$ cat config.mk
export PLATFORM = sky130hd
export DESIGN_NAME = fp_mul_round
export DESIGN_NICKNAME = d
export VERILOG_FILES = /design/src/rtl/fpu_pkg.sv /design/src/rtl/fp_round_rne.sv /design/src/rtl/fp_mul_round.sv
export SDC_FILE = /design/constraint.sdc
export NUM_CORES = 1
export LEC_CHECK = 0
export CORE_MARGIN = 4
export CORE_UTILIZATION = 25
export DETAILED_ROUTE_END_ITERATION = 12
export PLACE_DENSITY = 0.57
export SYNTH_ARGS = -nofsm -noshare
export SYNTH_HDL_FRONTEND = slang
export SYNTH_SLANG_ARGS = --single-unit
$ cat constraint.sdc
create_clock -name CLK -period 3.4 [get_ports CLK]
set_input_delay 0.51 -clock CLK [delete_from_list [all_inputs] [get_ports CLK]]
set_output_delay 0.51 -clock CLK [all_outputs]
set_load 0.005 [all_outputs]
$ cat src/rtl/fpu_pkg.sv
// Shared FPU definitions: special-operand classes, flag bit positions,
// canonical quiet NaN, exponent bias and the normalize-stage payload.
package fpu_pkg;

    typedef enum logic [1:0] {
        SP_NORMAL = 2'd0,
        SP_ZERO   = 2'd1,
        SP_INF    = 2'd2,
        SP_NAN    = 2'd3
    } special_e;

    // Bit positions inside a {NV,DZ,OF,UF,NX} flag vector
    localparam int FLAG_NV = 4;
    localparam int FLAG_DZ = 3;
    localparam int FLAG_OF = 2;
    localparam int FLAG_UF = 1;
    localparam int FLAG_NX = 0;

    localparam logic [31:0] QNAN = 32'h7FC0_0000;
    localparam int          BIAS = 127;

    // Biased exponent at or above this value no longer fits a finite single
    localparam logic signed [9:0] EXP_INF = 10'(2 * BIAS + 1);

    // Normalized operand held between normalize and round/pack
    typedef struct packed {
        logic        sign;
        special_e    special;
        logic        invalid;
        logic [23:0] sig;
        logic        guard;
        logic        sticky;
        logic [9:0]  exp;
    } s1_t;

endpackage

$ cat src/rtl/fp_round_rne.sv
// Round-to-nearest-even on a 24-bit significand with guard/sticky, fixing up
// the exponent on carry-out and on a denormal promoted to the smallest normal.
module fp_round_rne (
    input  logic              [23:0] sig_i,
    input  logic                     guard_i,
    input  logic                     sticky_i,
    input  logic signed       [9:0]  exp_i,
    output logic              [23:0] sig_o,
    output logic signed       [9:0]  exp_o,
    output logic                     inexact_o
);

    logic        inc;
    logic [24:0] sum;

    assign inc       = guard_i & (sticky_i | sig_i[0]);
    assign sum       = {1'b0, sig_i} + {24'd0, inc};
    assign inexact_o = guard_i | sticky_i;

    // Renormalize on carry; a denormal that reaches the hidden bit becomes exponent 1
    always_comb begin
        sig_o = sum[23:0];
        exp_o = exp_i;
        if (sum[24]) begin
            sig_o = sum[24:1];
            exp_o = exp_i + 10'sd1;
        end else if (exp_i == 10'sd0 && sum[23]) begin
            exp_o = 10'sd1;
        end
    end

endmodule

$ cat src/rtl/fp_mul_round.sv
// Back end of a single-precision multiplier: normalizes the raw significand
// product (S1), then rounds and packs the IEEE result with exception flags (S2).
module fp_mul_round
    import fpu_pkg::*;
#(
    parameter int LATENCY = 2  // only 2 is supported
) (
    input  logic               CLK,
    input  logic               nRST,
    input  logic               in_valid,
    output logic               in_ready,
    input  logic               in_sign,
    input  logic signed [9:0]  in_exp_sum,
    input  logic        [47:0] in_mant_prod,
    input  logic        [1:0]  in_special,
    input  logic               in_invalid,
    output logic               out_valid,
    input  logic               out_ready,
    output logic        [31:0] out_result,
    output logic        [4:0]  out_flags,
    output logic        [4:0]  fflags,
    input  logic               fflags_clear
);

    // vld_q[0] = normalize stage, vld_q[LATENCY-1] = output stage
    logic [LATENCY-1:0] vld_q;
    s1_t                s1_q, s1_d;
    logic [31:0]        res_q, res_d;
    logic [4:0]         flg_q, flg_d;
    logic [4:0]         ff_q, ff_d;
    logic               s2_ready;

    assign s2_ready = !vld_q[LATENCY-1] || out_ready;
    assign in_ready = !vld_q[0] || s2_ready;

    // ---------------- S1: normalize ----------------
    logic signed [9:0] e_n;
    logic [23:0]       sig_n;
    logic              g_n, st_n;
    logic [4:0]        sh;
    logic [50:0]       ext;

    // Align product to a 24-bit significand, then shift denormals down into guard/sticky
    always_comb begin
        if (in_mant_prod[47]) begin
            e_n   = in_exp_sum + 10'sd1;
            sig_n = in_mant_prod[47:24];
            g_n   = in_mant_prod[23];
            st_n  = |in_mant_prod[22:0];
        end else begin
            e_n   = in_exp_sum;
            sig_n = in_mant_prod[46:23];
            g_n   = in_mant_prod[22];
            st_n  = |in_mant_prod[21:0];
        end
        // Beyond 26 every significand bit already lands in sticky
        sh = 5'd0;
        if (e_n <= 10'sd0)
            sh = (e_n < -10'sd25) ? 5'd26 : 5'(10'sd1 - e_n);
        ext = {sig_n, g_n, 26'd0} >> sh;

        s1_d.sign    = in_sign;
        s1_d.special = special_e'(in_special);
        s1_d.invalid = in_invalid;
        s1_d.sig     = ext[50:27];
        s1_d.guard   = ext[26];
        s1_d.sticky  = st_n | (|ext[25:0]);
        s1_d.exp     = (e_n <= 10'sd0) ? 10'd0 : e_n;
    end

    // ---------------- S2: round / pack ----------------
    logic [23:0]       r_sig;
    logic signed [9:0] r_exp;
    logic              r_nx;

    fp_round_rne u_rne (
        .sig_i    (s1_q.sig),
        .guard_i  (s1_q.guard),
        .sticky_i (s1_q.sticky),
        .exp_i    ($signed(s1_q.exp)),
        .sig_o    (r_sig),
        .exp_o    (r_exp),
        .inexact_o(r_nx)
    );

    // Pack result; specials bypass rounding, overflow saturates to infinity
    always_comb begin
        res_d = {s1_q.sign, r_exp[7:0], r_sig[22:0]};
        flg_d = 5'd0;
        case (s1_q.special)
            SP_ZERO: res_d = {s1_q.sign, 31'd0};
            SP_INF:  res_d = {s1_q.sign, 8'hFF, 23'd0};
            SP_NAN: begin
                res_d          = QNAN;
                flg_d[FLAG_NV] = s1_q.invalid;
            end
            default: begin
                flg_d[FLAG_NX] = r_nx;
                if (r_exp >= EXP_INF) begin
                    res_d          = {s1_q.sign, 8'hFF, 23'd0};
                    flg_d[FLAG_OF] = 1'b1;
                    flg_d[FLAG_NX] = 1'b1;
                end else begin
                    // No hidden bit after rounding means denormal or zero
                    flg_d[FLAG_UF] = r_nx && !r_sig[23];
                end
            end
        endcase
    end

    // Clear drops history, but the flags of a same-cycle handshake still stick
    always_comb begin
        ff_d = (fflags_clear ? 5'd0 : ff_q) | ((vld_q[LATENCY-1] && out_ready) ? flg_q : 5'd0);
    end

    // Pipeline registers: each stage loads only when its successor can take it
    always_ff @(posedge CLK or negedge nRST) begin
        if (!nRST) begin
            vld_q <= '0;
            s1_q  <= '0;
            res_q <= '0;
            flg_q <= '0;
            ff_q  <= '0;
        end else begin
            if (in_ready) begin
                vld_q[0] <= in_valid;
                if (in_valid)
                    s1_q <= s1_d;
            end
            if (s2_ready) begin
                vld_q[LATENCY-1] <= vld_q[0];
                if (vld_q[0]) begin
                    res_q <= res_d;
                    flg_q <= flg_d;
                end
            end
            ff_q <= ff_d;
        end
    end

    assign out_valid  = vld_q[LATENCY-1];
    assign out_result = res_q;
    assign out_flags  = flg_q;
    assign fflags     = ff_q;

endmodule
Word-level counts from Yosys, hierarchy flattened --
Cells that the tools add are included.
Storage, ports and cells: flip-flop bits (word level) 83, bits of input ports 67, output and inout port bits 44, logic and storage cells 62
Cells by class: add/subtract/negate cells 4, $lt $le $gt $ge 3, equality and inequality tests 3, shift operators 1, mux-type cells 19, bitwise gates (word level) 5, reduce and logical (&&, ||, !) cells 15
Operators with widths (number):
- $pmux 32 s3 | 1
- $shr 51x5->51 | 1
- $mux 24 | 2
- $mux 10 | 4
- $mux 31 | 1
- $reduce_or 26->1 | 1
- $add 24x1->25 | 1
- $reduce_or 23->1 | 1
- $reduce_or 22->1 | 1
- $add 10x2->10 const B | 2
- $mux 5 | 4
- $ge 10x9->1 const B | 1
- $le 10x1->1 const B | 1
- $logic_not 10->1 | 1
- $lt 10x6->1 const B | 1
- $mux 1 | 6
- $or 5x5->5 | 1
- $sub 2x5->5 const A | 1
- $eq 2x2->1 const B | 2
- $reduce_and 2->1 | 2
- $logic_and 1x1->1 | 3
- $logic_not 1->1 | 3
- $mux 3 | 1
- $or 1x1->1 | 3
- 4 further kinds | 5

Depth between registers and ports, before layout --
depth in word-level cells 9, mapped depth 17, depth with buffers taken out 15

By module --
Synthesis repeated with hierarchy kept, for this count alone.
Second synthesis, totals: cells, all modules 848, area, all modules 6849.1 um^2
By module, submodules not included:
- fp_mul_round | times used 1, cells an instance 717, area each 5968.2 um^2, sequential area each 2052.0 um^2
- fp_round_rne | times used 1, cells an instance 131, area each 880.8 um^2, sequential area each 0.0 um^2

Least setup slack after synthesis --
Ideal clock, no wire load.
path kind input -> register, start input port in_mant_prod[47], end register s1_q[10] (netlist name), setup time 0.131 ns, arrival 3.934 ns, required time 3.269 ns, setup slack -0.666 ns, stages 16, buffers on the path 4, path through buf_4 > buf_2 > buf_1 > clkbuf_1 > nand2_1 > xor2_1 > ha_1 > xor2_1 > o21ai_1 > nand2_1 > or4_1 > o211ai_1 > a211oi_1 > or4b_1 > nor4_1 > a21oi_1
Between the ends: cells in the longest elaborated chain, start to end 7, elaborated cells between the ends (all ways) 12, those cells by class 1 x add/sub; 2 x order compare; 1 x shift; 6 x mux; 1 x bitwise; 1 x reduce/logical
RTL lines:
- from (decl) | line fp_mul_round.sv:14 | input logic [47:0] in_mant_prod,
- $mux 10 | line fp_mul_round.sv:45 | if (in_mant_prod[47]) begin
- $lt 10x6->1 or $sub 2x5->5 (tied branches) | line fp_mul_round.sv:59 | sh = (e_n < -10'sd25) ? 5'd26 : 5'(10'sd1 - e_n);
- $mux 5 | line fp_mul_round.sv:59
- $mux 5 | line fp_mul_round.sv:58 | if (e_n <= 10'sd0)
- $shr 51x5->51 | line fp_mul_round.sv:60 | ext = {sig_n, g_n, 26'd0} >> sh;
- $reduce_or 26->1 | line fp_mul_round.sv:67 | s1_d.sticky = st_n | (|ext[25:0]);
- $or 1x1->1 * | line fp_mul_round.sv:67
- to (signal assigned) | line fp_mul_round.sv:120 | s1_q <= '0;
- to (signal assigned) | line fp_mul_round.sv:128 | s1_q <= s1_d;
- to (decl) | line fp_mul_round.sv:27 | s1_t s1_q, s1_d;
Mark *: on every way between the ends. The rest lies on a longest branch, timed or not. A chain may end at the register's enable or synchronous reset.

Final worst setup path --
start input port in_exp_sum[1], end register s1_q[10] (netlist name)
Between the ends: cells in the longest elaborated chain, start to end 8, elaborated cells between the ends (all ways) 10, those cells by class 2 x add/sub; 2 x order compare; 1 x shift; 3 x mux; 1 x bitwise; 1 x reduce/logical
RTL lines:
- from (decl) | line fp_mul_round.sv:13 | input logic signed [9:0] in_exp_sum,
- $add 10x2->10 | line fp_mul_round.sv:46 | e_n = in_exp_sum + 10'sd1;
- $mux 10 * | line fp_mul_round.sv:45
- $lt 10x6->1 or $sub 2x5->5 (tied branches) | line fp_mul_round.sv:59
- $mux 5 | line fp_mul_round.sv:59
- $mux 5 * | line fp_mul_round.sv:58
- $shr 51x5->51 * | line fp_mul_round.sv:60
- $reduce_or 26->1 * | line fp_mul_round.sv:67
- $or 1x1->1 * | line fp_mul_round.sv:67
Marked as above.

==> impl_metrics.tcl <==
set metrics [dict create \
    synth_cells 875 \
    clkLatencyLatePin_ns 0.34 \
    critPathSlowestCell "or3_4" \
    drive_gt1_share_pct 29.5 \
    crit_path_end_kind "flip-flop" \
    wl_per_cell_um 17.2 \
    ant_nets 0 \
    cts.root.buffer_cell "clkbuf_16" \
    antennaDiodeCount 0 \
    synth_top_flop_cell "dfrtp_1" \
    floorplan.die_area_mm2 0.0295 \
    worst-path-buf-inv 4 \
    synth_seq_area_share_pct 30.6 \
    cts_sinks 82 \
    synth.distinct_cells 79 \
    synth-seq-cells 82 \
    rsz0062_at_grt "true" \
    worstPathArrival_ns 3.82 \
    grt_pass1_vias 7484 \
    pre_cts_slack_ns -1.19 \
    path_cells "buf_8 > ha_4 > buf_6 > xnor2_2 > a31o_2 > nand4_1 > buf_4 > or3_4 > buf_6 > nand2_4 > o22ai_2 > a221o_1 > mux2_4 > a221o_1 > a2111o_1 > nor4_4 > a21oi_1" \
    crit_path_max_fanout 6 \
    crit_required_ns 3.61 \
    layout.nets 1221 \
    place_area_mm2 0.00945 \
    min_period_ns 3.61 \
    fin_crit_sh_pct 106 \
    wl_um 25600 \
    p_sw_share_pct 32.8 \
    finClkSkew_ns 0.00773 \
    area_delta_synth_final_pct 58.2 \
    num_rows 59 \
    synthArstFlopShare_pct 100 \
    grt_overflow 0 \
    max_stage_delay_ns 0.40 \
    setup_ws_ns -0.208 \
    portBuffers 108 \
    grt_max_degree 83 \
    core_area_mm2 0.0262 \
    clk_path_buf_depth 2 \
    routabilityCongestion 0.975 \
    drt_pass1_iterations 5 \
    initial_utilization_pct 25.6 \
    violations "setup timing" \
    drt_iter0_markers 536 \
    die-height_um 172 \
    num_io_pins 111 \
    cts_tree "done" \
    cts_buffers 9 \
    hold_path.class "primary input to async pin" \
    hpwl_um 19500 \
    clk_pin_slew_ns 0.06 \
    powerDensity_mw_per_mm2 337 \
    h-tree-depth 3 \
    slew_headroom_pct 30.0 \
    tightest_slew_ns 1.05 \
    power.leakage_uw 0.00433 \
    ctsHoldBuffers 0 \
    hold_viol 0 \
    outcome "finished with violations" \
    antenna_found_initial 0 \
    cp_top_family "compound AO/OA/AOI/OAI gates" \
    power.internal_uw 2400 \
    ir_worst_vdd_mv 0.254 \
    synth-edff-count 0 \
    viasPerCell 5.23 \
    dr_total_vias 7777 \
    syn_area_per_cell_um2 7.67 \
    timing.hold.ws_ns 0.336 \
    yosysWarnings 0 \
    dieWidth_um 172 \
    drc 0 \
    grt.total_usage_pct 16.7 \
    combPwrFrac_pct 37.8 \
    slew_viol_final 0 \
    grt_pass1_wl_um 40100 \
    seq_power_share_pct 35.1 \
    design_area_mm2 0.0106 \
    max_freq_ghz 0.277 \
    setup_viol 5 \
    p_sw_uw 1180 \
    p_clk_share_pct 27.1 \
    drv_cap 0 \
    crit_path_start_kind "primary input" \
    netlist_area_mm2 0.00671 \
    critPathKind "primary input to flip-flop" \
]
[metal layers]
| layer | up-vias | track usage [%] | wire [µm] |
|---|---|---|---|
| met3 | 43 | 1.91 | 1380 |
| met1 | 3657 | 24.1 | 12100 |
| met4 | 0 | 4.24 | 575 |
| met2 | 262 | 26.6 | 11500 |
| li1 | 3815 | - | - |
| met5 | - | 0 | 0 |
[layout by cell type (no fill, tap or decap), drive strengths merged, types with 10 or more instances in the layout]
cell	synthesis	final
clkdlybuf4s50	0	97
nand3	31	31
mux2i	17	17
nor3	37	37
a22oi	13	13
clkbuf	36	11
a31oi	11	11
o22ai	12	12
a22o	24	24
and3	10	10
inv	16	16
o31ai	10	10
xnor2	20	20
nor2	64	64
buf	22	217
nand2	157	157
dfrtp	82	82
nor4	18	18
a21oi	42	42
nand4	15	15
o21ai	74	74
xor2	20	20
[worst paths after layout]
check / endpoint / from / slack [ns] / cells past startpoint
min in group CLK: out_result[5] / out_result[5] / 0.48 / 2
max in group asynchronous: s1_q[8] / nRST / 2.35 / 1
worst max register to register: out_result[26] / s1_q[10] / 0.10 / 17
worst min-delay path: out_result[29] / nRST / 0.34 / 1
worst max-delay path: s1_q[10] / in_exp_sum[1] / -0.21 / 17
worst min register to register: out_result[5] / out_result[5] / 0.48 / 2
[logic make-up after synthesis]
kind of cell | count (synthesis) | share of synthesized area, %
other | 1 | 0.0559
AO/OA/AOI/OAI | 270 | 27.5
AND/OR/NAND/NOR | 375 | 26.7
XOR/XNOR | 40 | 5.22
adder cells (fa/ha/maj) | 6 | 1.12
flip-flops | 82 | 30.6
buffers and inverters | 75 | 4.81
multiplexers | 26 | 4.05
[through the flow]
stage	cells	power, µW	setup TNS [ns]	util [%]
detailed placement	1446	2470	-16.99	36.1
global route	1486	3790	-4.35	40.5
CTS	1473	3510	-0.162	38.9
global placement	1446	2470	-15.83	36.1
floorplan	876	1800	-0.321	-
finish	1486	3580	-0.395	40.5
[cell usage after synthesis, types with 8 or more instances]
library cell | n | share of area (%)
nand2_1 | 156 | 8.7
dfrtp_1 | 82 | 31
o21ai_0 | 69 | 5.1
nor2_1 | 64 | 3.6
a21oi_1 | 40 | 3.0
nor3_1 | 37 | 2.8
clkbuf_1 | 36 | 2.0
nand3_1 | 31 | 2.3
a22o_1 | 24 | 3.1
xnor2_1 | 20 | 2.6
xor2_1 | 20 | 2.6
mux2i_1 | 17 | 2.5
inv_1 | 16 | 0.90
nor4_1 | 16 | 1.5
a22oi_1 | 13 | 1.5
nand4_1 | 13 | 1.2
o22ai_1 | 12 | 1.1
a31oi_1 | 11 | 1.0
and3_1 | 10 | 0.93
o31ai_1 | 10 | 1.1
a211oi_1 | 9 | 1.0
a311oi_1 | 9 | 1.2
buf_2 | 9 | 0.67
mux2_2 | 9 | 1.5
a32oi_1 | 8 | 1.0
buf_4 | 8 | 0.90
[cell type report]
type	instances	area (µm²)
fillers	2632	15600
multi-input cells	719	4990
repair buffers	319	2800
flip-flops and latches	82	2050
well taps	335	419
clock buffers	11	253
inverters	17	63.8
clock inverters	3	40.0
[timing repair]
item,in CTS,in global routing
hold endpoints to repair,0,0
cloned,0,1
setup buffers,13,12
gates resized for setup,106,77
endpoints found under the setup margin,36,47
pin swaps,35,37
[flip-flops by register name (all words and copies together) (netlist names)]
register,flops
fflags,4
out_flags,4
out_result,32
s1_q,40
vld_q,2
[power groups by stage]
stage                     combinational (µW)  sequential (µW)  clock (µW)
after floorplan                          571             1230           0
after global placement                  1210             1260           0
after detailed placement                1210             1270           0
after CTS                               1260             1250         995
after global routing                    1480             1280        1030
final                                   1360             1260         970
Power figures use the tool's default switching activity.
